**src/rtl/pc_sequencer.sv**
```systemverilog
// Fetch-stage program counter with start/ack run control.
// Optional return stack under PC_CALL_STACK_EN.
module pc_sequencer #(
  parameter int PC_W    = 12,
  parameter int LUT_AW  = 4,
  parameter int STACK_D = 4
) (
  input  logic              Clk,
  input  logic              Reset,
  input  logic              Start,
  input  logic [PC_W-1:0]   StartAddr,
  input  logic              Stall,
  input  logic              Halt,
  input  logic              BranchAbs,
  input  logic              BranchRel,
  input  logic              Taken,
  input  logic [LUT_AW-1:0] LutIdx,
  input  logic [PC_W-1:0]   Offset,
  output logic [LUT_AW-1:0] LutAddr,
  input  logic [PC_W-1:0]   LutTarget,
  output logic [PC_W-1:0]   PC,
  output logic              Running,
`ifdef PC_CALL_STACK_EN
  input  logic              Call,
  input  logic              Ret,
  output logic              StackErr,
`endif
  output logic              Ack
);

  typedef enum logic [1:0] {
    IDLE,
    RUN,
    DONE
  } state_t;

  localparam logic [PC_W-1:0] PC_ONE = PC_W'(1);

  if (STACK_D < 1) begin : g_chk
    $error("STACK_D must be at least 1");
  end

  state_t          state_q, state_d;
  logic [PC_W-1:0] pc_q, pc_d;

`ifdef PC_CALL_STACK_EN
  localparam int SP_W = (STACK_D > 1) ? $clog2(STACK_D) : 1;
  localparam int CN_W = $clog2(STACK_D + 1);
  localparam logic [SP_W-1:0] SP_MAX = SP_W'(STACK_D - 1);
  localparam logic [CN_W-1:0] CN_MAX = CN_W'(STACK_D);

  logic [PC_W-1:0] mem [STACK_D];
  logic [SP_W-1:0] wp_q, wp_inc, wp_dec;
  logic [CN_W-1:0] cnt_q;
  logic            err_q;
  logic            push, pop, clr, err_set;

  // Write pointer wraps so a full push overwrites the oldest entry.
  assign wp_inc = (wp_q == SP_MAX) ? '0 : wp_q + SP_W'(1);
  assign wp_dec = (wp_q == '0) ? SP_MAX : wp_q - SP_W'(1);
  assign StackErr = err_q;
`endif

  assign LutAddr = LutIdx;
  assign PC      = pc_q;
  assign Running = (state_q == RUN);
  assign Ack     = (state_q == DONE);

  always_comb begin
    state_d = state_q;
    pc_d    = pc_q;
`ifdef PC_CALL_STACK_EN
    push    = 1'b0;
    pop     = 1'b0;
    clr     = 1'b0;
    err_set = 1'b0;
`endif
    unique case (state_q)
      IDLE: begin
        if (Start) begin
          pc_d    = StartAddr;
          state_d = RUN;
`ifdef PC_CALL_STACK_EN
          clr     = 1'b1;
`endif
        end
      end
      RUN: begin
        if (!Stall) begin
          if (Halt) begin
            state_d = DONE;
`ifdef PC_CALL_STACK_EN
          end else if (Call) begin
            push = 1'b1;
            pc_d = LutTarget;
          end else if (Ret) begin
            if (cnt_q == '0) begin
              pc_d    = pc_q + PC_ONE;
              err_set = 1'b1;
            end else begin
              pop  = 1'b1;
              pc_d = mem[wp_dec];
            end
`endif
          end else if (BranchAbs && Taken) begin
            pc_d = LutTarget;
          end else if (BranchRel && Taken) begin
            pc_d = pc_q + Offset;
          end else begin
            pc_d = pc_q + PC_ONE;
          end
        end
      end
      DONE: begin
        if (!Start) state_d = IDLE;
      end
      default: state_d = IDLE;
    endcase
  end

  always_ff @(posedge Clk) begin
    if (Reset) begin
      state_q <= IDLE;
      pc_q    <= '0;
    end else begin
      state_q <= state_d;
      pc_q    <= pc_d;
    end
  end

`ifdef PC_CALL_STACK_EN
  always_ff @(posedge Clk) begin
    if (push) mem[wp_q] <= pc_q + PC_ONE;
  end

  always_ff @(posedge Clk) begin
    if (Reset) begin
      wp_q  <= '0;
      cnt_q <= '0;
      err_q <= 1'b0;
    end else begin
      if (clr) begin
        wp_q  <= '0;
        cnt_q <= '0;
      end
      if (push) begin
        wp_q <= wp_inc;
        if (cnt_q != CN_MAX) cnt_q <= cnt_q + CN_W'(1);
      end
      if (pop) begin
        wp_q  <= wp_dec;
        cnt_q <= cnt_q - CN_W'(1);
      end
      if (err_set) err_q <= 1'b1;
    end
  end
`endif

endmodule
```
**config.mk**
```make
export PLATFORM = sky130hd
export DESIGN_NAME = pc_sequencer
export DESIGN_NICKNAME = d
export VERILOG_FILES = /design/src/rtl/pc_sequencer.sv
export SDC_FILE = /design/constraint.sdc
export NUM_CORES = 1
export LEC_CHECK = 0
export CORE_MARGIN = 2
export CORE_UTILIZATION = 38
export CTS_CLUSTER_SIZE = 40
export DETAILED_ROUTE_END_ITERATION = 8
export PLACE_DENSITY = 0.77
export SYNTH_ARGS = -nofsm -noshare
export SYNTH_HDL_FRONTEND = slang
export SYNTH_SLANG_ARGS = --single-unit
```
**constraint.sdc**
```tcl
create_clock -name Clk -period 2.15 [get_ports Clk]
set_input_delay 0.215 -clock Clk [delete_from_list [all_inputs] [get_ports Clk]]
set_output_delay 0.215 -clock Clk [all_outputs]
set_load 0.05 [all_outputs]
```
==> results of run 1 <==
-- through the flow --
step           hold WS [ps]   util  setup WS (ps)
5_1_grt                 430  0.694           17.2
4_1_cts                 430  0.686           45.7
6_report                430  0.694           83.4
3_5_place_dp            430  0.648           -666
3_3_place_gp            430  0.648           -555
2_1_floorplan           305      -          -40.8
-- routing by layer --
layer | vias to the layer above | track usage | wire length (um)
li1 | 911 | - | -
met1 | 881 | 0.338 | 2390
met2 | 74 | 0.402 | 2590
met3 | 4 | 0.0223 | 308
met4 | 0 | 0.0703 | 33
met5 | - | 0 | 0
-- power groups by stage --
| stage | combinational, uW | clock (uW) | sequential, uW |
|---|---|---|---|
| 2_1_floorplan | 211 | 0 | 378 |
| 3_3_place_gp | 512 | 0 | 311 |
| 3_5_place_dp | 518 | 0 | 311 |
| 4_1_cts | 535 | 269 | 307 |
| 5_1_grt | 588 | 285 | 311 |
| 6_report | 553 | 270 | 308 |
-- logic make-up after synthesis --
group / synth area share
xor+xnor: 0.0243
compound gates: 0.262
mux: 0.00782
buf+inv: 0.0678
simple gates: 0.335
flops: 0.195
fa+ha+maj: 0.109
-- sequential cells by signal, indices dropped and copies added, names as in the netlist --
name and count:
PC 12, state_q 2
-- repair_timing --
item	4_1_cts	5_1_grt
endpoints found under the setup margin	8	7
cloned	1	0
resized for setup	24	6
buffers inserted	2	1
pin swaps	15	6
-- how the worst max path moves through the flow --
stage	start	end	slack, ps	cells past startpoint
6_report	BranchRel	PC[11]	80	9
2_1_floorplan	Taken	PC[11]	-40	8
4_1_cts	Taken	PC[7]	50	9
5_1_grt	Halt	PC[11]	20	8
3_5_place_dp	BranchRel	PC[11]	-670	9
3_3_place_gp	BranchRel	PC[11]	-550	9
-- final cells by class --
class | count | share of cell area
multi-input combinational | 153 | 0.460
timing repair buffer | 108 | 0.373
sequential | 14 | 0.113
tap | 48 | 0.0236
clock buffer | 4 | 0.0217
inverter | 6 | 0.00886
-- placed cells by master, fill, tap and decap left out, types with 7 or more instances in the layout --
| cell | n |
|---|---|
| a21oi_1 | 10 |
| and3_1 | 9 |
| buf_4 | 49 |
| clkdlybuf4s50_1 | 49 |
| dfxtp_1 | 9 |
| ha_1 | 7 |
| nand2_1 | 17 |
| nand3_1 | 7 |
| nor2_1 | 11 |
| nor3_1 | 7 |
-- synth_stat cells (all sizes together) (2+ instances only) --
| master | number |
|---|---|
| nor3b | 2 |
| and3 | 12 |
| inv | 6 |
| and2 | 3 |
| a31oi | 3 |
| nor4b | 4 |
| buf | 7 |
| nand3 | 8 |
| a21oi | 10 |
| ha | 11 |
| o21ai | 6 |
| nor2b | 4 |
| a221oi | 2 |
| a32oi | 2 |
| clkbuf | 5 |
| a21o | 4 |
| a2111oi | 2 |
| o22ai | 2 |
| nor3 | 7 |
| o21a | 3 |
| o221ai | 2 |
| dfxtp | 14 |
| nor2 | 12 |
| o211ai | 4 |
| o2111ai | 2 |
| a211oi | 3 |
| xnor2 | 3 |
| nand2 | 18 |
==> impl_metrics.ini, run 1 <==
[global_routing]
grt-ovfl-total = 0
grt_max_degree = 12
grtUsageTotal = 0.244
antenna_found_initial = 0
grt_pass1_wl_mm = 8.06
grt_pass1_vias = 1690

[synth]
synthesis.area_um2 = 1440
ys.flop_type = dfxtp_1
syn_avg_cell_area_um2 = 7.78
yosys_warnings = 0
synth_area_leaders = dfxtp_1 19%, ha_1 9.6%, and3_1 5.2%
async_reset_ff_frac = 0
syn_nets = 245
synth_top_area_frac = 0.195
ys_types = 56
synth_enable_flop_cells = 0
seq_area_frac_synth = 0.195
synth-seq-cells = 14
synth_cells = 185
yosysTopAreaCell = dfxtp_1

[sta]
fin_crit_sh = 0.961
rsz0062_at_grt = false
slew_viol_final = 0
tightest_slew_ps = 501
tns_ps = 0
hold_violations = 0
skew_ps = 3.82
setup_violations = 0
period_minus_slack_ps = 2070
relSlewSlack = 0.665
fmax_mhz = 484

[place]
dp_hpwl_mm = 4.00
placed_area_um2 = 2370
port_buffers = 57
dp.cells = 325
gp_congestion = 0.867

[power_and_ir_drop]
power.switching_uw = 409
p_per_area_nw_per_um2 = 445
p_clk_frac = 0.239
p_sw_frac = 0.362
power_frac_seq = 0.273
p_total_uw = 1130
worst_ir_drop_vdd_v = 0.000255
combPwrFrac = 0.489
cell_internal_pwr_uw = 722
p_leak_uw = 0.00107

[setup_path]
critPathSlowestCell = a2111o_1
max_stage_delay_ps = 510
critPathRequiredTime_ps = 2320
path_delay_family = compound AO/OA/AOI/OAI gates
worst_r2r_path_depth = 6
end_kind = register
r2r_setup_slack_ps = 110
r2r-end = PC[11]
path_cells = buf_2 > buf_6 > and3_4 > ha_4 > and3_1 > a2111o_1 > a221oi_2 > o2111ai_1 > nor3_1
start_kind = input pin
rr_startpoint = PC[4]
cp_max_fo = 6
path_buf_inv = 2
worst-setup-path-type = in2reg
critPathArrivalTime_ps = 2240

[worst_hold_path]
hold_class = in2out
holdPathStages = 0
min_from = LutIdx[1]
worstHoldEndpoint = LutAddr[1]

[clock_tree]
cts_hold_buffers = 0
clock_sinks = 14
cts_buffers = 3
worstSkewPairLatency_ps = 250
h-tree-depth = 1
cts-root-buf = clkbuf_8
clockBufferDepth = 2
cts_tree = yes
clk_pin_slew_ps = 70

[drt]
drc = 0
finalWirelength_mm = 5.32
viasPerCell = 5.62
dr.pass1.iters = 4
drtAntennaViolNets = 0
detail_route.wl_per_cell_um = 16.0
dr.first_iter.drc_count = 136
vias = 1870

[finish]
n_antenna_cell = 0
instances_no_fill = 333
area.growth.synth_to_final_pct = 76.5
multi_input_area_um2 = 1170
final_area_um2 = 2540
num-nets-final = 346
fillers = 297
seq_area_um2 = 287
drive_above_1_share = 0.288

[floorplanning]
io_pins = 66
core-area_um2 = 3660
row_count = 22
die_h_um = 65.6
die_x_um = 65.6
start_util = 0.393
dieArea_um2 = 4300

[status]
status = complete, no violations

[flow_run]
cap_viol_max_count = 0
(Power assumes the default switching activity.)
==> run 2, diff against run 1 <==
- CORE_ASPECT_RATIO: not set -> 1.1
==> impl_metrics.ini, run 2 (same netlist as run 1, synthesis figures left out) <==
[status]
status = complete, no violations

[floorplanning]
start_util = 0.397
die_h_um = 68.6
dieArea_um2 = 4300
row_count = 23
die_x_um = 62.7
core-area_um2 = 3630
io_pins = 66

[setup_path]
rr_startpoint = PC[4]
end_kind = register
cp_max_fo = 2
critPathRequiredTime_ps = 2290
setup.worst_path.start = Offset[9]
r2r-end = PC[11]
critPathArrivalTime_ps = 2290
worst-setup-path-type = in2reg
worst_r2r_path_depth = 6
start_kind = input pin
r2r_setup_slack_ps = 10

[clock_tree]
worstSkewPairLatency_ps = 250
clockBufferDepth = 2
cts_buffers = 3
cts_tree = yes
h-tree-depth = 1
clock_sinks = 14
clk_pin_slew_ps = 70
cts-root-buf = clkbuf_8

[flow_run]
cap_viol_max_count = 0

[worst_hold_path]
hold_class = in2out
min_from = LutIdx[1]
worstHoldEndpoint = LutAddr[1]
holdPathStages = 0

[finish]
final_area_um2 = 2630
final_util = 0.725
drive_above_1_share = 0.312
final_cell_mix = 49 x clkdlybuf4s50_1, 49 x buf_4, 17 x nand2_1
num-nets-final = 346
n_antenna_cell = 0
largest_reg_flops = 12
area.growth.synth_to_final_pct = 82.6

[place]
placed_area_um2 = 2380
port_buffers = 57
gp_congestion = 0.910
dp_hpwl_mm = 4.03

[power_and_ir_drop]
power_frac_seq = 0.267
p_clk_frac = 0.233
cell_internal_pwr_uw = 735
combPwrFrac = 0.500
power.switching_uw = 428
p_per_area_nw_per_um2 = 442
p_sw_frac = 0.368
p_total_uw = 1160
worst_ir_drop_vdd_v = 0.000248
p_leak_uw = 0.00107

[sta]
tns_ps = 0
tightest_slew_ps = 532
period_minus_slack_ps = 2150
skew_ps = 0.882
hold_violations = 0
slew_viol_final = 0
setup_violations = 0
fmax_mhz = 466
relSlewSlack = 0.643
fin_crit_sh = 0.998

[drt]
viasPerCell = 5.76
dr.pass1.iters = 4
drtAntennaViolNets = 0
finalWirelength_mm = 5.86
vias = 1929
dr.first_iter.drc_count = 176
drc = 0
detail_route.wl_per_cell_um = 17.5

[global_routing]
grt_max_degree = 12
antenna_found_initial = 0
grt_pass1_wl_mm = 9.05
grt_pass1_vias = 1914
grtUsageTotal = 0.271
grt-ovfl-total = 0
==> run 2: cell counts in the layout (fill, tap and decap cells not counted) <==
Identical to the previous run, type by type.
==> run 2: cell type report <==
cell class	count	area (um2)
fillers	271	996
multi-input cells	153	1240
clock buffers	4	55.1
inverters	6	22.5
repair buffers	108	963
flip-flops and latches	14	289
well taps	50	62.6
==> run 2: power by group through the flow <==
stage          combinational [uW]  clock [uW]  sequential [uW]
6_report                      582         271              310
3_3_place_gp                  513           0              311
5_1_grt                       621         291              313
3_5_place_dp                  520           0              312
2_1_floorplan                 211           0              378
4_1_cts                       541         272              308
==> run 2: what timing repair did <==
action                     in CTS  in global routing
hold buffers                    0                  0
gates resized for setup        29                 15
pin swaps                      11                 10
setup endpoints to repair       9                  6
buffers inserted                4                  1
==> run 2: metal layers <==
metal / vias to the layer above / wire [um] / GRT usage / part of all wire
met5: - / 0 / 0 / 0
met4: 0 / 165 / 0.108 / 0.028
met3: 19 / 469 / 0.0519 / 0.080
met2: 96 / 2810 / 0.489 / 0.48
met1: 903 / 2410 / 0.324 / 0.41
li1: 911 / - / - / -
==> run 2: worst max path at each step <==
stage	end	slack, ps	depth (start not counted)
after floorplan	PC[11]	-40	8
after global placement	PC[11]	-620	8
after detailed placement	PC[7]	-820	8
after CTS	PC[9]	30	10
after global routing	PC[11]	-60	8
final	PC[11]	4	8
==> run 2: worst max-delay path: stages <==
cell and delay (ps):
clkdlybuf4s50_1 430, and3_1 210, ha_1 290, and4_1 220, and2_1 180, a221oi_4 290
o2111ai_1 160, nor3_1 300
==> run 2: metrics by stage <==
| step | worst slack (ps) | hold slack, ps | cells |
|---|---|---|---|
| detailed placement | -819 | 430 | 326 |
| global route | -62.0 | 430 | 335 |
| finish | 3.56 | 430 | 335 |
| floorplan | -40.8 | 305 | 185 |
| global placement | -616 | 430 | 326 |
| CTS | 30.8 | 430 | 334 |
